--- config.mk ---
export PLATFORM = sky130hd
export DESIGN_NAME = receptive_field_sweep
export DESIGN_NICKNAME = d
export VERILOG_FILES = /design/src/rtl/rf_sweep_pkg.sv /design/src/rtl/rf_pos_gen.sv /design/src/rtl/receptive_field_sweep.sv
export SDC_FILE = /design/constraint.sdc
export NUM_CORES = 1
export LEC_CHECK = 0
export ABC_AREA = 1
export CAP_MARGIN = 0
export CORE_AREA = 4 4 142 144
export CTS_CLUSTER_DIAMETER = 100
export DETAILED_ROUTE_END_ITERATION = 8
export DIE_AREA = 0 0 146 148
export GPL_TIMING_DRIVEN = 0
export PLACE_DENSITY = 0.95
export SYNTH_ARGS = -nofsm -noshare
export SYNTH_HDL_FRONTEND = slang
export SYNTH_SLANG_ARGS = --single-unit
--- constraint.sdc ---
create_clock -name clk -period 16.03 [get_ports clk]
set_clock_uncertainty 0.15 [all_clocks]
set_input_delay 3.206 -clock clk [delete_from_list [all_inputs] [get_ports clk]]
set_output_delay 3.206 -clock clk [all_outputs]
set_load 0.05 [all_outputs]
--- src/rtl/rf_sweep_pkg.sv ---
// Shared types and helpers for the receptive_field_sweep block.
// Window position counts depend on whether RF_ZERO_PAD_EN is defined.
package rf_sweep_pkg;

  typedef enum logic [1:0] {S_FETCH, S_HOLD, S_DONE} rf_state_t;

  // Number of window positions along one axis.
  function automatic int rf_num_pos(input int img, input int rf, input int stride, input bit pad);
    if (pad) return (img + stride - 1) / stride;
    return (img - rf) / stride + 1;
  endfunction

endpackage

--- src/rtl/rf_pos_gen.sv ---
// Tap and window-position counters plus image-memory address generation.
// With RF_ZERO_PAD_EN defined, coordinates are signed and out-of-bounds taps are flagged.
module rf_pos_gen
  import rf_sweep_pkg::*;
#(
  parameter int ADDR_BITS  = 16,
  parameter int IMG_HEIGHT = 28,
  parameter int IMG_WIDTH  = 28,
  parameter int RF_HEIGHT  = 5,
  parameter int RF_WIDTH   = 5,
  parameter int STRIDE     = 1,
  parameter int NUM_IMAGES = 2,
  parameter int BASE_ADDR  = 0
) (
  input  logic                                 clk,
  input  logic                                 rst_n,
  input  logic                                 tap_en,
  input  logic                                 pos_en,
  output logic [$clog2(RF_HEIGHT+1)-1:0]       tap_r,
  output logic [$clog2(RF_WIDTH+1)-1:0]        tap_c,
  output logic [ADDR_BITS-1:0]                 addr,
  output logic                                 in_bounds,
  output logic                                 last_tap,
  output logic                                 last_pos,
  output logic                                 last_img,
  output logic [$clog2(IMG_WIDTH)-1:0]         win_x,
  output logic [$clog2(IMG_HEIGHT)-1:0]        win_y,
  output logic [$clog2(NUM_IMAGES+1)-1:0]      img_idx
);

  localparam int TRW     = $clog2(RF_HEIGHT + 1);
  localparam int TCW     = $clog2(RF_WIDTH + 1);
  localparam int IW      = $clog2(NUM_IMAGES + 1);
  localparam int WXW     = $clog2(IMG_WIDTH);
  localparam int WYW     = $clog2(IMG_HEIGHT);
  localparam int IMG_MAX = (IMG_WIDTH > IMG_HEIGHT) ? IMG_WIDTH : IMG_HEIGHT;
  localparam int CW      = $clog2(IMG_MAX + RF_WIDTH + RF_HEIGHT + STRIDE) + 1;

`ifdef RF_ZERO_PAD_EN
  localparam bit PAD = 1'b1;
  typedef logic signed [CW-1:0] coord_t;
`else
  localparam bit PAD = 1'b0;
  typedef logic [CW-1:0] coord_t;
`endif

  localparam int NX      = rf_num_pos(IMG_WIDTH, RF_WIDTH, STRIDE, PAD);
  localparam int NY      = rf_num_pos(IMG_HEIGHT, RF_HEIGHT, STRIDE, PAD);
  localparam int X_FIRST = PAD ? -(RF_WIDTH / 2) : 0;
  localparam int Y_FIRST = PAD ? -(RF_HEIGHT / 2) : 0;
  localparam int X_LAST  = X_FIRST + (NX - 1) * STRIDE;
  localparam int Y_LAST  = Y_FIRST + (NY - 1) * STRIDE;

  logic [TRW-1:0] r_q, r_d;
  logic [TCW-1:0] c_q, c_d;
  coord_t         x0_q, x0_d, y0_q, y0_d;
  logic [IW-1:0]  img_q, img_d;
  coord_t         px, py;
  logic [ADDR_BITS-1:0] addr_calc;

  always_comb begin
    r_d      = r_q;
    c_d      = c_q;
    last_tap = (r_q == TRW'(RF_HEIGHT - 1)) && (c_q == TCW'(RF_WIDTH - 1));
    if (tap_en) begin
      if (c_q == TCW'(RF_WIDTH - 1)) begin
        c_d = '0;
        r_d = last_tap ? '0 : r_q + 1'b1;
      end else begin
        c_d = c_q + 1'b1;
      end
    end
  end

  // Raster order: x first, then y, then the next image.
  always_comb begin
    x0_d     = x0_q;
    y0_d     = y0_q;
    img_d    = img_q;
    last_pos = (x0_q == coord_t'(X_LAST)) && (y0_q == coord_t'(Y_LAST));
    last_img = (img_q == IW'(NUM_IMAGES - 1));
    if (pos_en) begin
      if (x0_q == coord_t'(X_LAST)) begin
        x0_d = coord_t'(X_FIRST);
        if (y0_q == coord_t'(Y_LAST)) begin
          y0_d  = coord_t'(Y_FIRST);
          img_d = img_q + 1'b1;
        end else begin
          y0_d = y0_q + coord_t'(STRIDE);
        end
      end else begin
        x0_d = x0_q + coord_t'(STRIDE);
      end
    end
  end

  always_comb begin
    px        = x0_q + coord_t'(c_q);
    py        = y0_q + coord_t'(r_q);
    addr_calc = ADDR_BITS'(BASE_ADDR)
              + ADDR_BITS'(img_q) * ADDR_BITS'(IMG_HEIGHT * IMG_WIDTH)
              + ADDR_BITS'(py) * ADDR_BITS'(IMG_WIDTH)
              + ADDR_BITS'(px);
  end

`ifdef RF_ZERO_PAD_EN
  logic [ADDR_BITS-1:0] addr_hold_q, addr_hold_d;

  // Padding taps keep the bus parked on the last real address.
  always_comb begin
    in_bounds   = !px[CW-1] && (px < coord_t'(IMG_WIDTH)) &&
                  !py[CW-1] && (py < coord_t'(IMG_HEIGHT));
    addr        = in_bounds ? addr_calc : addr_hold_q;
    addr_hold_d = addr;
  end

  always_ff @(posedge clk or negedge rst_n) begin
    if (!rst_n) addr_hold_q <= ADDR_BITS'(BASE_ADDR);
    else        addr_hold_q <= addr_hold_d;
  end
`else
  assign in_bounds = 1'b1;
  assign addr      = addr_calc;
`endif

  always_ff @(posedge clk or negedge rst_n) begin
    if (!rst_n) begin
      r_q   <= '0;
      c_q   <= '0;
      x0_q  <= coord_t'(X_FIRST);
      y0_q  <= coord_t'(Y_FIRST);
      img_q <= '0;
    end else begin
      r_q   <= r_d;
      c_q   <= c_d;
      x0_q  <= x0_d;
      y0_q  <= y0_d;
      img_q <= img_d;
    end
  end

  assign tap_r   = r_q;
  assign tap_c   = c_q;
  assign win_x   = WXW'(x0_q + coord_t'(RF_WIDTH / 2));
  assign win_y   = WYW'(y0_q + coord_t'(RF_HEIGHT / 2));
  assign img_idx = img_q;

endmodule

--- src/rtl/receptive_field_sweep.sv ---
// Receptive-field sweep: fetches each window pixel by pixel, then offers it on a valid/ready port.
// Optional zero padding around the image is enabled by defining RF_ZERO_PAD_EN.
module receptive_field_sweep
  import rf_sweep_pkg::*;
#(
  parameter int ADDR_BITS  = 16,
  parameter int WORD_BITS  = 8,
  parameter int PIXEL_SIZE = 8,
  parameter int IMG_HEIGHT = 28,
  parameter int IMG_WIDTH  = 28,
  parameter int RF_HEIGHT  = 5,
  parameter int RF_WIDTH   = 5,
  parameter int STRIDE     = 1,
  parameter int NUM_IMAGES = 2,
  parameter int BASE_ADDR  = 0
) (
  input  logic                                      clk,
  input  logic                                      rst_n,
  output logic [ADDR_BITS-1:0]                      addr,
  input  logic [WORD_BITS-1:0]                      mem_word,
  output logic [RF_HEIGHT*RF_WIDTH*PIXEL_SIZE-1:0]  rf,
  output logic                                      out_valid,
  input  logic                                      out_ready,
  output logic [$clog2(IMG_WIDTH)-1:0]              win_x,
  output logic [$clog2(IMG_HEIGHT)-1:0]             win_y,
  output logic [$clog2(NUM_IMAGES+1)-1:0]           img_idx,
  output logic                                      done
);

  logic [RF_HEIGHT-1:0][RF_WIDTH-1:0][PIXEL_SIZE-1:0] rf_q, rf_d;
  rf_state_t state_q, state_d;
  logic out_valid_q, out_valid_d;
  logic done_q, done_d;
  logic tap_en, pos_en;
  logic in_bounds, last_tap, last_pos, last_img;
  logic [$clog2(RF_HEIGHT+1)-1:0] tap_r;
  logic [$clog2(RF_WIDTH+1)-1:0]  tap_c;

  rf_pos_gen #(
    .ADDR_BITS (ADDR_BITS),
    .IMG_HEIGHT(IMG_HEIGHT),
    .IMG_WIDTH (IMG_WIDTH),
    .RF_HEIGHT (RF_HEIGHT),
    .RF_WIDTH  (RF_WIDTH),
    .STRIDE    (STRIDE),
    .NUM_IMAGES(NUM_IMAGES),
    .BASE_ADDR (BASE_ADDR)
  ) u_pos (
    .clk      (clk),
    .rst_n    (rst_n),
    .tap_en   (tap_en),
    .pos_en   (pos_en),
    .tap_r    (tap_r),
    .tap_c    (tap_c),
    .addr     (addr),
    .in_bounds(in_bounds),
    .last_tap (last_tap),
    .last_pos (last_pos),
    .last_img (last_img),
    .win_x    (win_x),
    .win_y    (win_y),
    .img_idx  (img_idx)
  );

  // The final handshake parks the position so addr and coordinates stay frozen in DONE.
  always_comb begin
    state_d     = state_q;
    rf_d        = rf_q;
    out_valid_d = out_valid_q;
    done_d      = done_q;
    tap_en      = 1'b0;
    pos_en      = 1'b0;
    case (state_q)
      S_FETCH: begin
        tap_en             = 1'b1;
        rf_d[tap_r][tap_c] = in_bounds ? PIXEL_SIZE'(mem_word) : '0;
        if (last_tap) begin
          state_d     = S_HOLD;
          out_valid_d = 1'b1;
        end
      end
      S_HOLD: begin
        if (out_ready) begin
          out_valid_d = 1'b0;
          if (last_pos && last_img) begin
            state_d = S_DONE;
            done_d  = 1'b1;
          end else begin
            pos_en  = 1'b1;
            state_d = S_FETCH;
          end
        end
      end
      S_DONE: begin
      end
      default: state_d = S_FETCH;
    endcase
  end

  always_ff @(posedge clk or negedge rst_n) begin
    if (!rst_n) begin
      state_q     <= S_FETCH;
      rf_q        <= '0;
      out_valid_q <= 1'b0;
      done_q      <= 1'b0;
    end else begin
      state_q     <= state_d;
      rf_q        <= rf_d;
      out_valid_q <= out_valid_d;
      done_q      <= done_d;
    end
  end

  assign rf        = rf_q;
  assign out_valid = out_valid_q;
  assign done      = done_q;

endmodule

=== Word level (Yosys, flattened, before mapping) ===
Index checks and enable logic that the tools add are counted.

* Bits in registers: 226
* Input bits: 11
* Output and inout port bits: 230
* Word-level logic and storage cells: 93

* Add/sub/neg operators: 11
* Multiply operators: 2
* Magnitude comparators: 4
* Equality and inequality tests: 9
* Multiplexer cells: 20
* Bitwise gates (word level): 1
* Reductions and logical operators: 13

{| class="wikitable"
|+ Operators with widths
! kind !! count
|-
| bitwise mux 200 bit || 1
|-
| demux 40 bit (select 3 bit) || 1
|-
| two-way mux 40 bit || 1
|-
| demux 8 bit (select 3 bit) || 1
|-
| adder 16 x 7 -> 16 bit || 1
|-
| adder 7 x 1 -> 7 bit, second input constant || 2
|-
| adder 7 x 3 -> 7 bit || 2
|-
| == test 7 x 5 -> 1 bit, second input constant || 2
|-
| two-way mux 7 bit || 2
|-
| adder 12 x 12 -> 13 bit || 1
|-
| AND reduction 3 bit || 4
|-
| adder 5 x 2 -> 5 bit, second input constant || 2
|-
| multiplier 7 x 3 -> 10 bit, second input constant || 1
|-
| less-than comparator 3 x 4 -> 1 bit, second input constant || 2
|-
| multiplier 2 x 6 -> 8 bit, second input constant || 1
|-
| two-way mux 8 bit || 1
|-
| adder 3 x 1 -> 3 bit, second input constant || 2
|-
| == test 3 bit, second input constant || 2
|-
| >= comparator 3 x 1 -> 1 bit, second input constant || 2
|-
| two-way mux 1 bit || 6
|-
| two-way mux 2 bit || 3
|-
| two-way mux 3 bit || 2
|-
| one-hot mux 2 bit (3 select lines) || 1
|-
| logical AND 1 bit || 5
|-
| 9 further kinds || 12
|}

=== Longest topological paths before layout ===
Gate-level depths: netlist of the first run.

* Depth in word-level cells: 7
* Depth in mapped cells: 29
* Depth with buffers taken out: 29

=== Hierarchy ===
Synthesis of the first run repeated with hierarchy kept, for this count alone.

* Cells, all modules: 1312
* Area, all modules: 10980.5 µm²

{| class="wikitable"
|+ Modules (own cells, without submodules)
! module !! times used !! cells an instance !! area an instance (µm²) !! seq. area each (µm²)
|-
| receptive_field_sweep || 1 || 939 || 8279.2 || 5104.9
|-
| rf_pos_gen || 1 || 373 || 2701.3 || 550.5
|}

=== Least setup slack after synthesis of the first run ===
Ideal clock, no wire load.

* Kind: register to output
* Start point: reg u_pos.r_q[0] (netlist: u_pos.tap_r[0])
* End point: out addr[13]
* Arrival: 5.267 ns
* Required time: 12.674 ns
* Path slack: 7.407 ns
* Cell stages (with the launch flop): 24
* Path buffers: 0
* Cells stage by stage: dfrtp_1 -> ha_1 -> fa_1 -> or2_2 -> nand2_1 -> fa_1 -> inv_1 -> ha_1 -> inv_1 -> fa_1 -> inv_1 -> a21oi_1 -> o21ai_0 -> a21o_1 -> a21oi_1 -> xor2_1 -> ha_1 -> nand2_1 -> inv_1 -> a221oi_1 -> nand3_1 -> nand2_1 -> inv_1 -> nor3_1

* Longest elaborated chain between the ends: 4

{| class="wikitable"
|+ RTL lines
! item !! line !! RTL
|-
| start, declared || rf_pos_gen.sv:54 || <nowiki>logic [TRW-1:0] r_q, r_d;</nowiki>
|-
| start signal, assigned || rf_pos_gen.sv:134 || <nowiki>r_q <= r_d;</nowiki>
|-
| adder 7 x 3 -> 7 bit || rf_pos_gen.sv:99 || <nowiki>py = y0_q + coord_t'(r_q);</nowiki>
|-
| multiplier 7 x 3 -> 10 bit || rf_pos_gen.sv:102 || <nowiki>+ ADDR_BITS'(py) * ADDR_BITS'(IMG_WIDTH)</nowiki>
|-
| adder 12 x 12 -> 13 bit || rf_pos_gen.sv:102 ||
|-
| adder 16 x 7 -> 16 bit || rf_pos_gen.sv:103 || <nowiki>+ ADDR_BITS'(px);</nowiki>
|-
| end, declared || receptive_field_sweep.sv:19 || <nowiki>output logic [ADDR_BITS-1:0] addr,</nowiki>
|}

No other way between the ends.

=== Worst setup path in the final report of the first run ===
Same ends and word-level chain as after synthesis.

==> impl_metrics.tcl, run 1 <==
set metrics [dict create \
    status "finished, final reports clean" \
    yosysSeqAreaShare_pct 55.9 \
    ant_nets 0 \
    root_buffer "clkbuf_16" \
    cts_tree "yes" \
    die_h_um 148 \
    drc_errors 0 \
    ys_seq_elements 226 \
    critPathLaunchType "register" \
    grt_max_degree 121 \
    fin_crit_ns 9.52 \
    relSlewSlack_pct 33.0 \
    fmax_mhz 105 \
    gr-usage-all-layers_pct 29.8 \
    die_w_um 146 \
    area_delta_synth_final_pct 34.7 \
    row_count 50 \
    htreeDepth 1 \
    critPathKind "register to output pin" \
    ctsResizeCount 0 \
    grt_overflow_total 0 \
    worst-slew-pin-transition_ns 0.997 \
    synth.avg_cell_area_sq_um 9.30 \
    layout.cells.non_filler 1603 \
    initial_core_util_pct 54.1 \
    cts_sinks 226 \
    clk_pin_slew_worst_paths_ns 0.06 \
    end_kind "output pin" \
    grt_pass1_vias 9599 \
    clock_path_buffers 3 \
    cts_setup_buffers 0 \
    gp_congestion 0.862 \
    antenna_found_initial 0 \
    hold_violations 0 \
    synth_cells 1088 \
    wire_per_inst_um 20.5 \
    setup_ws_ns 6.51 \
    fin_nets 1411 \
    synth.cell_area_sq_um 10100 \
    grt_pass1_wl_um 51400 \
    max_cap_viol_count 0 \
    yosys_warnings 0 \
    pre_cts_slack_ns 7.12 \
    insertion_delay_ns 0.53 \
    rsz0062_at_grt "no" \
    ys_types 32 \
    worstPathMaxFanout 6 \
    dpl.hpwl_um 22300 \
    drt-initial-drc-count 663 \
    hold_slack_ns 0.337 \
    cp.required_ns 12.67 \
    arrival_ns 6.17 \
    fin_crit_sh_pct 59.4 \
    setup_viol 0 \
    drt_wl_total_um 32800 \
    io_buffers 238 \
    drt_pass1_iterations 5 \
    hold_path_class "register to register" \
    cts-hold-fix-buffers 0 \
    cts_made_buffers 23 \
    finalSetupTns_ns 0 \
    dp.cells 1562 \
    die_area_sq_um 21600 \
    finalMaxSlewViolations 0 \
    vias 9060 \
    via_per_inst 5.65 \
    ioPinCount 241 \
    antenna_cells 0 \
    core-area_sq_um 18700 \
    drive_gt1_share_pct 5.70 \
]
[cell usage after synthesis]
cell        n  area [sq um]
buf_4       4          30.0
o21ai_0   220          1100
or2_2       2          12.5
o21bai_1    1          7.51
nand2_1   301          1130
o31ai_1     4          30.0
dfrtp_1   226          5660
nand3_1    35           175
nor3_1     11          55.1
nor2_1     29           109
clkbuf_2    2          10.0
nor4_4      2          42.5
xnor2_1     9          78.8
ha_1       41           513
inv_1      89           334
o22ai_1     1          6.26
inv_2       1          3.75
xor2_1     30           263
inv_4       1          6.26
a211oi_1    1          7.51
conb_1      1          3.75
fa_1        6           120
a21o_1      4          30.0
nor4_2      1          12.5
nand3b_1    1          7.51
buf_6       9           101
a21oi_1    12          60.1
a221oi_1    1          8.76
nor2_4      1          11.3
buf_2      14          70.1
nand4_1     7          43.8
clkbuf_1   21          78.8
[cells by family after synthesis]
kind of cell | synth area share [%]
and+or+nand+nor | 15.8
AOI/OAI and AO/OA | 12.4
DFF | 55.9
buffers and inverters | 6.27
adders and majority gates | 6.26
xor gates and xnor gates | 3.38
other | 0.0371
[critical path, cell delays in order, from the launching register on]
cell	delay, ns
dfrtp_1	0.48
ha_1	0.25
fa_1	0.39
or2_2	0.31
nand2_1	0.15
fa_1	0.43
inv_1	0.07
ha_1	0.17
inv_1	0.06
fa_1	0.48
fa_1	0.46
xnor2_1	0.17
inv_1	0.07
ha_1	0.34
nand2_1	0.08
nor3_1	0.19
a21oi_1	0.15
nor2_1	0.13
nand2_1	0.09
nor2_1	0.14
nand2_1	0.08
nor3_1	0.12
clkdlybuf4s50_1	0.83
[final timing paths]
check                      slack (ns)  cells past startpoint      startpoint             to
max                              6.51                     22  u_pos.tap_r[0]       addr[13]
min                              0.34                      2         rf[182]        rf[182]
max reg2reg                     13.20                      6  u_pos.tap_c[2]         rf[58]
min reg2reg                      0.34                      2         rf[182]        rf[182]
max in group asynchronous       12.09                      2           rst_n  u_pos.x0_q[0]
min in group asynchronous        2.57                      1           rst_n         rf[70]
[state kept, by name (all words and copies together) (netlist names)]
name and flops:
u_pos.y0_q 7, done 1, u_pos.x0_q 7, out_valid 1
u_pos.img_idx 2, u_pos.tap_r 3, rf 200, state_q 2
u_pos.tap_c 3
[through the flow]
stage / util, % / area (sq um)
global route: 72.8 / 13600
global placement: 68.4 / 12800
floorplan: - / 10100
detailed placement: 68.6 / 12800
finish: 72.8 / 13600
CTS: 72.8 / 13600
[per-layer routing]
| metal | share of wire [%] | global-route usage [%] | routed length (um) | vias up |
|---|---|---|---|---|
| li1 | - | - | - | 4060 |
| met1 | 35 | 33.4 | 11600 | 4408 |
| met5 | 0 | 0 | 0 | - |
| met2 | 50 | 51.2 | 16300 | 460 |
| met4 | 5.4 | 16.8 | 1770 | 0 |
| met3 | 9.6 | 8.65 | 3150 | 132 |
[cell usage in the layout, fill, tap and decap left out, drive strengths merged, types with 2 or more instances in the layout]
cell,instances
xor2,30
or2,2
ha,41
fa,6
clkbuf,52
xnor2,9
clkinv,5
conb,2
a21oi,12
nor2,30
dfrtp,226
nor3,11
nand4,7
a21o,4
inv,93
buf,29
bufinv,3
nand3,35
clkdlybuf4s50,237
clkinvlp,2
nor4,3
nand2,301
o21ai,220
o31ai,4
[final cells by class]
class	instances	area, sq um
flip-flops and latches	226	5660
fillers	1242	5080
well taps	234	293
inverters	91	344
clock inverters	12	159
clock buffers	29	638
plain buffers	50	290
repair buffers	239	2410
multi-input cells	722	3830
Power of run 1 is not shown: default switching activity piles up to over one toggle a cycle in this logic, so the estimate is an artifact.
==> run 2: changes to the inputs <==
--- a/config.mk
+++ b/config.mk
@@ -7,12 +7,12 @@
 export LEC_CHECK = 0
 export ABC_AREA = 1
 export CAP_MARGIN = 0
-export CORE_AREA = 4 4 142 144
+export CORE_AREA = 4 4 155 157
 export CTS_CLUSTER_DIAMETER = 100
 export DETAILED_ROUTE_END_ITERATION = 8
-export DIE_AREA = 0 0 146 148
+export DIE_AREA = 0 0 159 161
 export GPL_TIMING_DRIVEN = 0
-export PLACE_DENSITY = 0.95
+export PLACE_DENSITY = 0.87
 export SYNTH_ARGS = -nofsm -noshare
 export SYNTH_HDL_FRONTEND = slang
 export SYNTH_SLANG_ARGS = --single-unit
==> constraint.sdc (replaced) <==
create_clock -name clk -period 7.7 [get_ports clk]
set_clock_uncertainty 0.15 [all_clocks]
set_input_delay 1.54 -clock clk [delete_from_list [all_inputs] [get_ports clk]]
set_output_delay 1.54 -clock clk [all_outputs]
set_load 0.05 [all_outputs]
==> run 2 against run 1 <==
Clock-buffer cell count up 7. Cell count increased by 3.4%. Die area is 18% higher. Non-clock buffer count stayed put. Routed wire length decreased by 7.1%. Register-to-register slack got worse by 8.2 ns. Core utilization down 12 points. Setup slack got worse by 6.1 ns. Flip-flop and latch count unchanged. Via count decreased by 5.7%. Design area up 0.54%. Critical path depth rose by 2.
==> impl_metrics.tcl, run 2 (synthesis gave the netlist of run 1 again) <==
set metrics [dict create \
    fmax_mhz 137 \
    status "finished, final reports clean" \
    die_area_sq_um 25600 \
    crit_top_cell "inv_1" \
    end_kind "output pin" \
    area_delta_synth_final_pct 35.4 \
    dpl_cell_area_sq_um 12900 \
    antenna_cells 0 \
    drt_pass1_iterations 5 \
    fin_crit_ns 7.28 \
    cts_tree "yes" \
    drive_gt1_share_pct 5.97 \
    worst-slew-pin-transition_ns 0.990 \
    cts-hold-fix-buffers 0 \
    drt_wl_total_um 30500 \
    crit_chain "ha_1 > fa_1 > or2_2 > nand2_1 > fa_1 > inv_1 > ha_1 > inv_1 > fa_1 > inv_1 > a21oi_1 > o21ai_0 > a21o_1 > a21oi_1 > xor2_1 > ha_1 > nand2_1 > inv_1 > a221oi_1 > nand3_1 > nand2_1 > inv_1 > nor3_1 > clkbuf_2" \
    insertion_delay_ns 0.53 \
    drt-initial-drc-count 506 \
    cts_made_buffers 25 \
    rsz0062_at_grt "no" \
    worstPathMaxFanout 7 \
    row_count 55 \
    initial_core_util_pct 45.0 \
    ant_nets 0 \
    vias 8547 \
    antenna_found_initial 0 \
    arrival_ns 5.59 \
    drc_errors 0 \
    worstPathBufferInverterCount 6 \
    critPathLaunchType "register" \
    clk_pin_slew_worst_paths_ns 0.06 \
    max_stage_delay_ns 0.48 \
    hold_violations 0 \
    dpl.hpwl_um 21900 \
    relSlewSlack_pct 33.5 \
    cts_sinks 226 \
    wire_per_inst_um 18.4 \
    root_buffer "clkbuf_16" \
    final_area_sq_um 13700 \
    largest_reg_flops 200 \
    setup_ws_ns 0.420 \
    grt_overflow_total 0 \
    final_cell_mix "nand2_1, clkdlybuf4s50_1, dfrtp_1, o21ai_0, inv_1" \
    hold_slack_ns 0.335 \
    finalMaxSlewViolations 0 \
    clock_path_buffers 3 \
    r2r_slack_ns 5.03 \
    mostFrequentLayoutCell "nand2_1" \
    hold_path_class "register to register" \
    grt_max_degree 121 \
    die_w_um 159 \
    cpLargestDelayFamily "adder cells" \
    critPathKind "register to output pin" \
    crit_slowest_cell "dfrtp_1" \
    finish.utilization_pct 60.9 \
    cp.required_ns 6.01 \
    core-area_sq_um 22500 \
    max_cap_viol_count 0 \
    die_h_um 161 \
    htreeDepth 1 \
    fin_crit_sh_pct 94.5 \
    grt_pass1_wl_um 48500 \
    setup_viol 0 \
    io_buffers 238 \
    pre_cts_slack_ns 0.486 \
    grt_pass1_vias 8892 \
    ioPinCount 241 \
    gr-usage-all-layers_pct 23.4 \
    via_per_inst 5.16 \
    fin_nets 1413 \
    gp_congestion 0.861 \
]
[run 2: changes by cell type in the layout (fill, tap and decap cells not counted), sizes merged]
cell | previous run | this run
clkdlybuf4s50 | 237 | 230
inv | 93 | 92
bufinv | 3 | 1
clkbuf | 52 | 62
clkinvlp | 2 | 0
dlymetal6s2s | 0 | 4
clkinv | 5 | 7
[run 2: final cells by class]
class                           instances  area (sq um)
Multi-Input combinational cell        722          3830
Fill cell                            1785          8800
Timing Repair Buffer                  239          2410
Sequential cell                       226          5660
Clock inverter                          9          85.1
Buffer                                 50           290
Tap cell                              285           357
Inverter                               91           344
Clock buffer                           36           727
[run 2: through the flow]
| step | TNS, ns | instances |
|---|---|---|
| floorplan | 0 | 1089 |
| global placement | -989.63 | 1612 |
| finish | 0 | 1658 |
| global route | 0 | 1658 |
| CTS | 0 | 1658 |
| detailed placement | 0 | 1613 |
[run 2: what timing repair did]
item | in CTS | in global routing
endpoints found under the hold margin | 0 | 0
setup endpoints to repair | 3 | 7
resized for setup | 3 | 11
buffers inserted | 0 | 0
[run 2: layer usage]
layer  track usage (%)  wire (um)  vias to the layer above  share of wire [%]
met2              40.5      15000                      292                 49
met1              28.2      12100                     4146                 40
li1                  -          -                     4065                  -
met4              5.52        582                        0                1.9
met3              8.47       2850                       44                9.4
met5                 0          0                        -                  0
[run 2: tightest hold or removal path, stage by stage, from the launching register on]
cell and delay [ns]:
dfrtp_1 0.34, nand2_1 0.05, o21ai_0 0.06
[run 2: final timing paths]
check / start / end / cells past startpoint
max in group asynchronous: rst_n / rf[125] / 2
min in group asynchronous: rst_n / rf[60] / 1
worst min register to register: rf[95] / rf[95] / 2
worst min-delay path: rf[95] / rf[95] / 2
worst max-delay path: u_pos.y0_q[0] / addr[13] / 24
worst max register to register: u_pos.tap_c[2] / rf[27] / 6
Power of run 2 is left out for the same reason.
==> run 3: changes to the inputs <==
--- a/config.mk
+++ b/config.mk
@@ -12,7 +12,7 @@
 export DETAILED_ROUTE_END_ITERATION = 8
 export DIE_AREA = 0 0 159 161
 export GPL_TIMING_DRIVEN = 0
-export PLACE_DENSITY = 0.87
+export PLACE_DENSITY = 0.75
 export SYNTH_ARGS = -nofsm -noshare
 export SYNTH_HDL_FRONTEND = slang
 export SYNTH_SLANG_ARGS = --single-unit
==> run 3 against run 2 <==
Fmax is 0.27% lower. Critical endpoint is now addr[8]. Flip-flop and latch count stayed put. Critical path type unchanged. Largest cell class unchanged. Via count is 0.34% lower. Routed wire length is 1.8% lower.
==> impl_metrics.tcl, run 3 (synthesis gave the netlist of run 1 again) <==
set metrics [dict create \
    regArea_sq_um 5660 \
    min_from "rf[145]" \
    cts_setup_buffers 0 \
    finalSetupTns_ns 0 \
    cts_tree "yes" \
    gp_congestion 0.832 \
    drt_pass1_iterations 6 \
    row_count 55 \
    grt_pass1_wl_um 48000 \
    dpl_cell_area_sq_um 12900 \
    insertion_delay_ns 0.51 \
    reg2regPathDepth 7 \
    fmax_mhz 137 \
    hold_path_class "register to register" \
    cts-hold-fix-buffers 0 \
    hold_violations 0 \
    ant_nets 0 \
    via_per_inst 5.14 \
    grt_pass1_vias 8657 \
    drive_gt1_share_pct 5.90 \
    drc_errors 0 \
    r2r_slack_ns 5.03 \
    final_area_sq_um 13700 \
    die_w_um 159 \
    r2r_start "u_pos.tap_c[2]" \
    antenna_found_initial 0 \
    die_area_sq_um 25600 \
    multi_input_area_sq_um 3830 \
    clock_path_buffers 3 \
    cp.required_ns 6.01 \
    mostFrequentLayoutCell "nand2_1" \
    fin_crit_ns 7.30 \
    area_delta_synth_final_pct 35.6 \
    end_kind "output pin" \
    max_stage_delay_ns 0.82 \
    clk_pin_slew_worst_paths_ns 0.06 \
    relSlewSlack_pct 33.2 \
    worst-slew-pin-transition_ns 0.995 \
    grt_max_degree 115 \
    cts_made_buffers 24 \
    htreeDepth 1 \
    initial_core_util_pct 45.0 \
    vias 8518 \
    crit_slowest_cell "clkdlybuf4s50_1" \
    rsz0062_at_grt "no" \
    root_buffer "clkbuf_16" \
    wire_per_inst_um 18.1 \
    status "finished, final reports clean" \
    cpLargestDelayFamily "adder cells" \
    core-area_sq_um 22500 \
    fin_crit_sh_pct 94.8 \
    largest_reg_flops 200 \
    setup_viol 0 \
    antenna_cells 0 \
    max_cap_viol_count 0 \
    finalMaxSlewViolations 0 \
    drt_wl_total_um 29900 \
    critPathLaunchType "register" \
    arrival_ns 5.61 \
    crit_chain "ha_1 > fa_1 > or2_2 > nand2_1 > fa_1 > inv_1 > ha_1 > inv_1 > fa_1 > fa_1 > inv_1 > ha_1 > a21oi_1 > nand2_1 > nand2_1 > nand2_1 > nand3_1 > xor2_1 > clkdlybuf4s50_1" \
    setup_ws_ns 0.400 \
    drt-initial-drc-count 548 \
    final_cell_mix "nand2_1, clkdlybuf4s50_1, dfrtp_1, o21ai_0, inv_1" \
    io_buffers 238 \
    fin_nets 1412 \
    worstHoldPathCells 2 \
    cts_sinks 226 \
    ioPinCount 241 \
    holdPathEnd "rf[145]" \
    worstPathMaxFanout 7 \
    die_h_um 161 \
    fillers 1850 \
    worstPathBufferInverterCount 4 \
    reg2reg_to "rf[142]" \
    pre_cts_slack_ns 0.492 \
    critPathKind "register to output pin" \
    gr-usage-all-layers_pct 23.2 \
    grt_overflow_total 0 \
    dpl.hpwl_um 21300 \
]
[run 3: changes by cell type in the layout (fill, tap and decap cells not counted), sizes merged]
cell | before | now
bufinv | 1 | 2
clkbuf | 62 | 63
dlymetal6s2s | 4 | 3
inv | 92 | 91
clkinv | 7 | 4
clkdlybuf4s50 | 230 | 231
clkinvlp | 0 | 1
[run 3: worst max-delay path by stage]
stage / startpoint / slack, ns / cells past startpoint / end
floorplan: u_pos.tap_r[0] / 0.74 / 23 / addr[13]
global placement: rst_n / -4.63 / 1 / rf[139]
detailed placement: u_pos.y0_q[0] / 0.49 / 24 / addr[13]
CTS: u_pos.y0_q[0] / 0.11 / 20 / addr[9]
global route: u_pos.y0_q[0] / 0.0006 / 24 / addr[13]
finish: u_pos.y0_q[0] / 0.40 / 19 / addr[8]
[run 3: timing repair]
action | CTS | global route
resized for setup | 3 | 12
endpoints found under the setup margin | 3 | 6
endpoints found under the hold margin | 0 | 0
[run 3: layout make-up]
type	count	area share, %
buffer	50	2.12
timing repair buffer	239	17.6
tap	285	2.60
clock buffer	37	5.40
multi-input combinational	722	27.9
inverter	91	2.51
sequential	226	41.2
clock inverter	7	0.666
[run 3: metrics by stage]
| stage | hold WS, ns | utilization, % | instances |
|---|---|---|---|
| finish | 0.335 | 61.0 | 1657 |
| detailed placement | 0.322 | 57.3 | 1613 |
| global placement | 0.314 | 57.2 | 1612 |
| floorplan | 0.355 | - | 1089 |
| CTS | 0.337 | 61.0 | 1657 |
| global route | 0.356 | 61.0 | 1657 |
[run 3: worst min-delay path: stages, from the launching register on]
cell and delay (ns):
dfrtp_1 0.34, nand2_1 0.05, o21ai_0 0.06
[run 3: layer usage]
metal / global-route usage [%] / wire (um)
met1: 28.7 / 12000
met2: 38.7 / 14500
met3: 8.24 / 2650
met4: 6.63 / 774
met5: 0 / 0
Power of run 3 is left out for the same reason.
